## config.mk

```make
export PLATFORM = sky130hd
export DESIGN_NAME = vga_timing_gen
export DESIGN_NICKNAME = d
export VERILOG_FILES = /design/src/rtl/vga_timing_pkg.sv /design/src/rtl/vga_axis_counter.sv /design/src/rtl/vga_timing_gen.sv
export SDC_FILE = /design/constraint.sdc
export NUM_CORES = 1
export LEC_CHECK = 0
export CELL_PAD_IN_SITES_DETAIL_PLACEMENT = 0
export CELL_PAD_IN_SITES_GLOBAL_PLACEMENT = 1
export CORE_ASPECT_RATIO = 0.6
export CORE_MARGIN = 1.5
export CORE_UTILIZATION = 41
export DETAILED_ROUTE_END_ITERATION = 6
export GPL_TIMING_DRIVEN = 0
export PLACE_DENSITY_LB_ADDON = 0.1
export SYNTH_ARGS = -nofsm -noshare
export SYNTH_HDL_FRONTEND = slang
export SYNTH_HIERARCHICAL = 1
export SYNTH_SLANG_ARGS = --single-unit
```

## constraint.sdc

```tcl
create_clock -name clk -period 4.78 [get_ports clk]
set_input_delay 0.717 -clock clk [delete_from_list [all_inputs] [get_ports clk]]
set_output_delay 0.717 -clock clk [all_outputs]
set_load 0.05 [all_outputs]
```

## src/rtl/vga_timing_pkg.sv

```systemverilog
// Shared timing definitions for the VGA raster generator: the mode struct,
// the standard mode sets and a width-fit helper for elaboration checks.
package vga_timing_pkg;

  // One complete raster mode: per-axis region widths plus sync polarities.
  typedef struct packed {
    int   h_active;
    int   h_fp;
    int   h_sync;
    int   h_bp;
    int   v_active;
    int   v_fp;
    int   v_sync;
    int   v_bp;
    logic hs_pol;
    logic vs_pol;
  } timing_t;

  // 640x480@60, negative syncs (25.175 MHz pixel rate).
  localparam timing_t VGA_640X480_60 = '{
    h_active: 640, h_fp: 16, h_sync: 96,  h_bp: 48,
    v_active: 480, v_fp: 10, v_sync: 2,   v_bp: 33,
    hs_pol:   1'b0, vs_pol: 1'b0
  };

  // 800x600@60, positive syncs (40 MHz pixel rate).
  localparam timing_t SVGA_800X600_60 = '{
    h_active: 800, h_fp: 40, h_sync: 128, h_bp: 88,
    v_active: 600, v_fp: 1,  v_sync: 4,   v_bp: 23,
    hs_pol:   1'b1, vs_pol: 1'b1
  };

  // True when a counter of width w can hold every count 0..total-1.
  function automatic bit fits_width(int total, int w);
    return (w >= 1) && (w <= 31) &&
           (longint'(total) <= (longint'(1) << w));
  endfunction

endpackage

```

## src/rtl/vga_axis_counter.sv

```systemverilog
// Single raster axis counter. Counts 0..TOTAL-1 on enabled clocks and
// exposes both the registered count and the count it will take on the next
// edge, so the parent can register decodes in step with the count itself.
module vga_axis_counter #(
  parameter int W     = 11,
  parameter int TOTAL = 800
) (
  input  logic         clk,
  input  logic         reset,
  input  logic         en,
  output logic         wrap,
  output logic [W-1:0] cnt_next,
  output logic [W-1:0] cnt
);

  // Reset parks the counter on its last value so the first enable lands on 0.
  localparam logic [W-1:0] LAST = W'(TOTAL - 1);

  logic [W-1:0] cnt_q;
  logic [W-1:0] cnt_d;

  // Next count: reset wins, otherwise step or wrap on enable, else hold.
  always_comb begin
    wrap  = en && (cnt_q == LAST);
    cnt_d = cnt_q;
    if (reset) begin
      cnt_d = LAST;
    end else if (en) begin
      cnt_d = wrap ? '0 : cnt_q + W'(1);
    end
  end

  // Count register.
  always_ff @(posedge clk) begin
    if (reset) begin
      cnt_q <= LAST;
    end else begin
      cnt_q <= cnt_d;
    end
  end

  assign cnt_next = cnt_d;
  assign cnt      = cnt_q;

endmodule

```

## src/rtl/vga_timing_gen.sv

```systemverilog
// Parametrised VGA raster timing generator. Horizontal and vertical counters
// advance on pix_en; every sync/enable/coordinate/pulse output is decoded
// from the next-state counts and registered, so all outputs line up with
// h_cnt/v_cnt on the same clock.
module vga_timing_gen
  import vga_timing_pkg::*;
#(
  parameter int   H_ACTIVE = VGA_640X480_60.h_active,
  parameter int   H_FP     = VGA_640X480_60.h_fp,
  parameter int   H_SYNC   = VGA_640X480_60.h_sync,
  parameter int   H_BP     = VGA_640X480_60.h_bp,
  parameter int   V_ACTIVE = VGA_640X480_60.v_active,
  parameter int   V_FP     = VGA_640X480_60.v_fp,
  parameter int   V_SYNC   = VGA_640X480_60.v_sync,
  parameter int   V_BP     = VGA_640X480_60.v_bp,
  parameter logic HS_POL   = VGA_640X480_60.hs_pol,
  parameter logic VS_POL   = VGA_640X480_60.vs_pol,
  parameter int   CW       = 11
) (
  input  logic          clk,
  input  logic          reset,
  input  logic          pix_en,
  output logic          hsync,
  output logic          vsync,
  output logic          de,
  output logic [CW-1:0] x,
  output logic [CW-1:0] y,
  output logic [CW-1:0] h_cnt,
  output logic [CW-1:0] v_cnt,
  output logic          line_start,
  output logic          frame_start,
  output logic          vblank_start
);

  localparam int H_TOTAL = H_ACTIVE + H_FP + H_SYNC + H_BP;
  localparam int V_TOTAL = V_ACTIVE + V_FP + V_SYNC + V_BP;

  // Reject modes that cannot be represented rather than silently wrapping.
  if (H_ACTIVE < 1 || H_FP < 1 || H_SYNC < 1 || H_BP < 1 ||
      V_ACTIVE < 1 || V_FP < 1 || V_SYNC < 1 || V_BP < 1) begin : g_bad_width
    $error("vga_timing_gen: every active/porch/sync width must be at least 1");
  end
  if (!fits_width(H_TOTAL, CW) || !fits_width(V_TOTAL, CW)) begin : g_bad_cw
    $error("vga_timing_gen: CW too narrow for H_TOTAL-1 or V_TOTAL-1");
  end

  // Region boundaries as CW-bit constants. The sync end is at most
  // TOTAL-1 because each back porch is at least one unit wide.
  localparam logic [CW-1:0] H_ACT_END = CW'(H_ACTIVE);
  localparam logic [CW-1:0] HS_START  = CW'(H_ACTIVE + H_FP);
  localparam logic [CW-1:0] HS_END    = CW'(H_ACTIVE + H_FP + H_SYNC);
  localparam logic [CW-1:0] V_ACT_END = CW'(V_ACTIVE);
  localparam logic [CW-1:0] VS_START  = CW'(V_ACTIVE + V_FP);
  localparam logic [CW-1:0] VS_END    = CW'(V_ACTIVE + V_FP + V_SYNC);

  logic          h_wrap;
  logic          v_wrap;
  logic [CW-1:0] h_next;
  logic [CW-1:0] v_next;

  vga_axis_counter #(
    .W     (CW),
    .TOTAL (H_TOTAL)
  ) u_h_counter (
    .clk      (clk),
    .reset    (reset),
    .en       (pix_en),
    .wrap     (h_wrap),
    .cnt_next (h_next),
    .cnt      (h_cnt)
  );

  // The line counter steps only on the pixel that closes a line.
  vga_axis_counter #(
    .W     (CW),
    .TOTAL (V_TOTAL)
  ) u_v_counter (
    .clk      (clk),
    .reset    (reset),
    .en       (pix_en & h_wrap),
    .wrap     (v_wrap),
    .cnt_next (v_next),
    .cnt      (v_cnt)
  );

  logic          hsync_q, hsync_d;
  logic          vsync_q, vsync_d;
  logic          de_q, de_d;
  logic [CW-1:0] x_q, x_d;
  logic [CW-1:0] y_q, y_d;
  logic          line_start_q, line_start_d;
  logic          frame_start_q, frame_start_d;
  logic          vblank_start_q, vblank_start_d;
  logic          h_active_n, v_active_n;
  logic          hs_on_n, vs_on_n;

  // Decode the counts the counters are about to take. With pix_en low the
  // next counts equal the current ones, so the levels hold, and every
  // pulse is derived from h_wrap, which already requires pix_en.
  always_comb begin
    h_active_n     = (h_next < H_ACT_END);
    v_active_n     = (v_next < V_ACT_END);
    hs_on_n        = (h_next >= HS_START) && (h_next < HS_END);
    vs_on_n        = (v_next >= VS_START) && (v_next < VS_END);
    hsync_d        = hs_on_n ? HS_POL : ~HS_POL;
    vsync_d        = vs_on_n ? VS_POL : ~VS_POL;
    de_d           = h_active_n && v_active_n;
    x_d            = h_active_n ? h_next : '0;
    y_d            = v_active_n ? v_next : '0;
    line_start_d   = h_wrap;
    frame_start_d  = h_wrap && v_wrap;
    vblank_start_d = h_wrap && (v_next == V_ACT_END);
  end

  // Output registers; reset wins over pix_en.
  always_ff @(posedge clk) begin
    if (reset) begin
      hsync_q        <= ~HS_POL;
      vsync_q        <= ~VS_POL;
      de_q           <= 1'b0;
      x_q            <= '0;
      y_q            <= '0;
      line_start_q   <= 1'b0;
      frame_start_q  <= 1'b0;
      vblank_start_q <= 1'b0;
    end else begin
      hsync_q        <= hsync_d;
      vsync_q        <= vsync_d;
      de_q           <= de_d;
      x_q            <= x_d;
      y_q            <= y_d;
      line_start_q   <= line_start_d;
      frame_start_q  <= frame_start_d;
      vblank_start_q <= vblank_start_d;
    end
  end

  assign hsync        = hsync_q;
  assign vsync        = vsync_q;
  assign de           = de_q;
  assign x            = x_q;
  assign y            = y_q;
  assign line_start   = line_start_q;
  assign frame_start  = frame_start_q;
  assign vblank_start = vblank_start_q;

endmodule

```

# After elaboration in Yosys (flattened, before gate mapping)

Cells that the tools add are included.

Bits in registers: 50
Input port bits: 3
Output and inout port bits: 50
Word-level logic and storage cells: 41

$add $sub $neg: 2
$lt $le $gt $ge: 6
Equality and inequality tests: 3
Muxes and demuxes: 8
Bitwise gates (word level): 3
Reductions and logical operators: 9

Operator list:

| kind                  | count |
|---|---|
| $mux 11               | 6 |
| $add 11x1->11 const B | 2 |
| $eq 11x10->1 const B  | 2 |
| $lt 11x10->1 const B  | 2 |
| $lt 11x9->1 const B   | 2 |
| $eq 11x9->1 const B   | 1 |
| $ge 11x10->1 const B  | 1 |
| $ge 11x9->1 const B   | 1 |
| $logic_and 1x1->1     | 7 |
| $reduce_or 2->1       | 2 |
| $mux 1                | 2 |
| $not 1->1             | 2 |
| $and 1x1->1           | 1 |

# Depth between registers and ports, before layout

Depth in word-level cells: 10
Gate-level depth with buffers: 14
Gate-level depth less buffers: 10

# By module

The synthesis kept the hierarchy.

Modules (own cells, without submodules):

| module                         | times used | cells each | area each (um2) |
|---|---|---|---|
| vga_timing_gen                 | 1          | 70         | 999.7 |
| vga_axis_counter (u_v_counter) | 1          | 77         | 664.4 |
| vga_axis_counter (u_h_counter) | 1          | 67         | 640.6 |

# Worst setup path after synthesis

No wires, ideal clock.

Path type: register -> register
Start: reg u_h_counter.cnt_q[0], in the netlist u_h_counter/cnt[0]
End: reg vsync_q, in the netlist vsync
Setup time: 0.143 ns
Arrival time: 3.246 ns
Path slack: 1.391 ns
Stages on the path, launching flop included: 14
Path buffers: 3
Cells stage by stage: dfxtp_1 -> ha_1 -> and4_4 -> and2_4 -> buf_6 -> and3_1 -> and2_1 -> buf_2 -> nand3_2 -> or4_1 -> a21oi_1 -> and4_4 -> buf_8 -> nand4_1

Longest elaborated chain between the ends: 10
Elaborated cells on any way between the ends: 11
Those cells by class: order compare (2); eq/ne (1); mux (4); bitwise (1); reduce/logical (3)

Ends and longest elaborated chain:

| what                                              | RTL line               | RTL |
|---|---|---|
| from (decl)                                       | vga_axis_counter.sv:19 | `logic [W-1:0] cnt_q;` |
| from (signal assigned)                            | vga_axis_counter.sv:38 | `cnt_q <= cnt_d;` |
| $eq 11x10->1 (*)                                  | vga_axis_counter.sv:24 | `wrap = en && (cnt_q == LAST);` |
| $logic_and 1x1->1 (*)                             | vga_axis_counter.sv:24 |  |
| named net h_wrap                                  | vga_timing_gen.sv:56   | `logic h_wrap;` |
| $and 1x1->1 (*)                                   | vga_timing_gen.sv:80   | `.en (pix_en & h_wrap),` |
| $logic_and 1x1->1                                 | vga_axis_counter.sv:24 |  |
| $mux 11                                           | vga_axis_counter.sv:29 | `cnt_d = wrap ? '0 : cnt_q + W'(1);` |
| $mux 11 (*)                                       | vga_axis_counter.sv:28 | `end else if (en) begin` |
| $mux 11 (*)                                       | vga_axis_counter.sv:26 | `if (reset) begin` |
| named net v_next[7]                               | vga_timing_gen.sv:59   | `logic [CW-1:0] v_next;` |
| $ge 11x9->1 / $lt 11x9->1 (equally long branches) | vga_timing_gen.sv:104  | `vs_on_n = (v_next >= VS_START) && (v_next < VS_END);` |
| $logic_and 1x1->1 (*)                             | vga_timing_gen.sv:104  |  |
| $mux 1 (*)                                        | vga_timing_gen.sv:106  | `vsync_d = vs_on_n ? VS_POL : ~VS_POL;` |
| to (signal assigned)                              | vga_timing_gen.sv:119  | `vsync_q <= ~VS_POL;` |
| to (signal assigned)                              | vga_timing_gen.sv:128  | `vsync_q <= vsync_d;` |
| to (decl)                                         | vga_timing_gen.sv:87   | `logic vsync_q, vsync_d;` |

Mark *: on every way through the listed nets, which the timed path passes. The rest lies on a longest branch.
A chain may end at the register's enable or synchronous reset.

# Final worst setup path

Start: in pix_en
End: reg vblank_start_q, in the netlist vblank_start

Longest elaborated chain between the ends: 8

Ends and longest elaborated chain:

| what                  | RTL line               | RTL |
|---|---|---|
| from (decl)           | vga_timing_gen.sv:22   | `input logic pix_en,` |
| $logic_and 1x1->1 (*) | vga_axis_counter.sv:24 |  |
| named net h_wrap      | vga_timing_gen.sv:56   |  |
| $and 1x1->1 (*)       | vga_timing_gen.sv:80   |  |
| $logic_and 1x1->1     | vga_axis_counter.sv:24 |  |
| $mux 11               | vga_axis_counter.sv:29 |  |
| $mux 11 (*)           | vga_axis_counter.sv:28 |  |
| $mux 11 (*)           | vga_axis_counter.sv:26 |  |
| named net v_next[7]   | vga_timing_gen.sv:59   |  |
| $eq 11x9->1 (*)       | vga_timing_gen.sv:112  | `vblank_start_d = h_wrap && (v_next == V_ACT_END);` |
| $logic_and 1x1->1 (*) | vga_timing_gen.sv:112  |  |
| to (signal assigned)  | vga_timing_gen.sv:134  | `vblank_start_q <= vblank_start_d;` |
| to (decl)             | vga_timing_gen.sv:93   | `logic vblank_start_q, vblank_start_d;` |

Marked as above.

==> impl_metrics.yaml <==
cts:
  post-cts-setup-buffer-count: 0
  cts_buffers: 5
  cts_tree: "built"
  cts_buffer_depth: 2
  clkTransAtPathRegs_ns: 0.10
  postCtsResizedCells: 0
  htree_levels: 2
  root_buffer: "clkbuf_8"
  cts_hold_buf: 0
  clkSinkCount: 50
  insertion_delay_ns: 0.30
finish:
  diodes: 0
  nets: 281
  final_util_pct: 57.6
  areaGrowthSynthToFinish_pct: 30.8
  n_fill_cell: 475
  multi_input_area_sq_um: 1190
  drive_above_1_share_pct: 18.1
  finalNonFillerCells: 342
  seqCellArea_sq_um: 1000
routing:
  wire_per_inst_um: 16.0
  ant_nets: 0
  drt_iter0_markers: 108
  via_per_inst: 5.41
  route.detailed.drc: 0
  first_pass_iters: 4
  routed_wl_um: 5460
  vias: 1851
worst_setup_path:
  cp_data_required_time_ns: 5.03
  cp-end-kind: "flop"
  arrival_ns: 4.30
  critPathLaunchType: "input port"
  critPathMaxFanout: 10
  worstSetupPathType: "in2reg"
global_route:
  met1_usage_pct: 32.7
  grtUsageMet2_pct: 22.6
  grt_pass1_vias: 1670
  antenna_found_initial: 0
  use_met3_pct: 5.11
  gr-total-overflow: 0
  grt_max_degree: 17
  grt_use_total_pct: 19.3
  grt.busiest_layer: "met1"
  grt_pass1_wl_um: 8800
logic_synthesis:
  syn_area_sq_um: 2300
  ys_warn_count: 6
  synth_edf_count: 0
  syn_inst: 214
  synth.top_cells.by_area: "dfxtp_1, nor3b_2, nor4b_2"
  synth_flop_cell: "dfxtp_1"
  ys_top_cells_by_count: "dfxtp_1, o21bai_1, a21oi_1, nor3b_2, nor2_1"
  yosysMostFrequentCell: "dfxtp_1"
  syn_avg_cell_area_sq_um: 10.8
  synth-seq-area-share_pct: 43.4
  synth_top_area_cell: "dfxtp_1"
  ys_async_sr_fraction_pct: 0
  ys_seq_elements: 50
  synth_cell_types: 56
  synth_top_area_share_pct: 43.4
power:
  p_leak_nw: 1.07
  power_density_nw_per_um2: 471
  ir_drop_mv: 0.305
timing:
  min_period_over_period_pct: 84.9
  rsz0062_at_grt: "false"
  timing.final.crit_period_ns: 4.06
  slew_viol_final: 0
  setup-violations-final: 0
  hold_violations: 0
  tns_ns: 0
  worst_pin_slew_ns: 0.570
  fmax_mhz: 247
  finClkSkew_ns: 0.00698
  max_slew_margin_pct: 61.6
  setup_ws_ns: 0.723
die:
  start_util_pct: 44.1
  die_x_um: 99.8
  die_y_um: 61.1
  ios: 53
  core_area_sq_um: 5230
  rows: 20
  die_area_sq_um: 6090
placed_design:
  post-place-ws_ns: 0.393
  hpwl_um: 4150
  place.gp.congestion: 0.822
  placed_cells_incl_taps: 334
  io_buffers: 52
job:
  maxCapViolations: 0
hold_path:
  hold_class: "reg2reg"
status:
  outcome: "completed"
## critical path, stage by stage
cell	delay, ns
clkdlybuf4s50_1	0.67
and4_4	0.32
and2_4	0.15
buf_6	0.11
and3_1	0.17
and2_1	0.11
buf_2	0.20
nand3_2	0.25
or4_1	0.59
a21oi_1	0.34
and4_4	0.33
buf_8	0.15
and4_1	0.18
## final cells by class
type	instances	area share, %
buffer	12	3.53
sequential	50	33.2
inverter	3	0.374
timing repair buffer	52	17.3
multi-input combinational	151	39.6
clock buffer	6	2.74
tap	66	2.74
clock inverter	2	0.540
## layer usage
metal / part of all wire [%] / vias up
li1: - / 920
met1: 58 / 879
met2: 35 / 48
met3: 7.1 / 4
met4: 0.48 / 0
met5: 0 / -
## cells by family after synthesis
logic type / Yosys count / share of synthesized area (%)
AND/OR/NAND/NOR: 91 / 32.5
flip-flops: 50 / 43.4
AO/OA/AOI/OAI: 43 / 13.0
buffers and inverters: 15 / 5.10
XOR/XNOR: 10 / 3.80
adder cells (fa/ha/maj): 3 / 1.63
other: 1 / 0.163
multiplexers: 1 / 0.434
## sequential cells by signal, summed over array words and instances, names as in the netlist, 11 cells and up
| name | cells |
|---|---|
| u_h_counter/cnt | 11 |
| u_v_counter/cnt | 11 |
| x | 11 |
| y | 11 |
## stage by stage
step,power (mW),hold WS [ns],cell area [sq um]
after floorplan,0.987,0.745,2310
after global placement,1.16,0.524,2920
after detailed placement,1.16,0.513,2920
after CTS,1.43,0.530,3010
after global routing,1.49,0.555,3010
final,1.42,0.532,3010
## power by group
part           total (mW)  leakage [nW]  switching, mW  internal, mW
combinational       0.626         0.615          0.396         0.230
clock               0.265        0.0478          0.146         0.119
sequential          0.528         0.407         0.0562         0.472
## placed cells by master, fill, tap and decap left out, types with 2 or more instances in the layout
cell type	instances
and2_1	2
dfxtp_1	50
nand3_1	6
o21ai_0	3
xnor2_1	4
nor3_2	2
o31ai_1	2
conb_1	3
o21ai_1	4
nor2b_1	3
inv_1	3
nand2_1	6
clkdlybuf4s50_1	52
or4_1	2
ha_1	3
nor4b_2	8
nor3_1	4
o22ai_1	2
o21bai_1	12
and4_4	2
nand2b_1	2
nor4_1	5
and4_1	2
a221o_1	2
nand4_1	6
clkbuf_1	2
nor3b_2	11
o32ai_1	2
nor2_1	9
clkbuf_8	6
buf_6	6
xor2_1	6
and3_1	3
or3_1	4
or2_1	2
a21oi_1	11
## final timing paths
kind                                        from                              to  slack, ns  cells past startpoint
setup reg to reg   u_h_counter/cnt[0]$_SDFF_PP1_         vblank_start$_SDFF_PP0_       1.24                     13
hold reg to reg   u_v_counter/cnt[10]$_SDFF_PP0_  u_v_counter/cnt[10]$_SDFF_PP0_       0.53                      2
hold / removal    u_v_counter/cnt[10]$_SDFF_PP0_  u_v_counter/cnt[10]$_SDFF_PP0_       0.53                      2
setup / recovery                          pix_en         vblank_start$_SDFF_PP0_       0.72                     13
No activity file was read; power rests on OpenSTA's default activity.
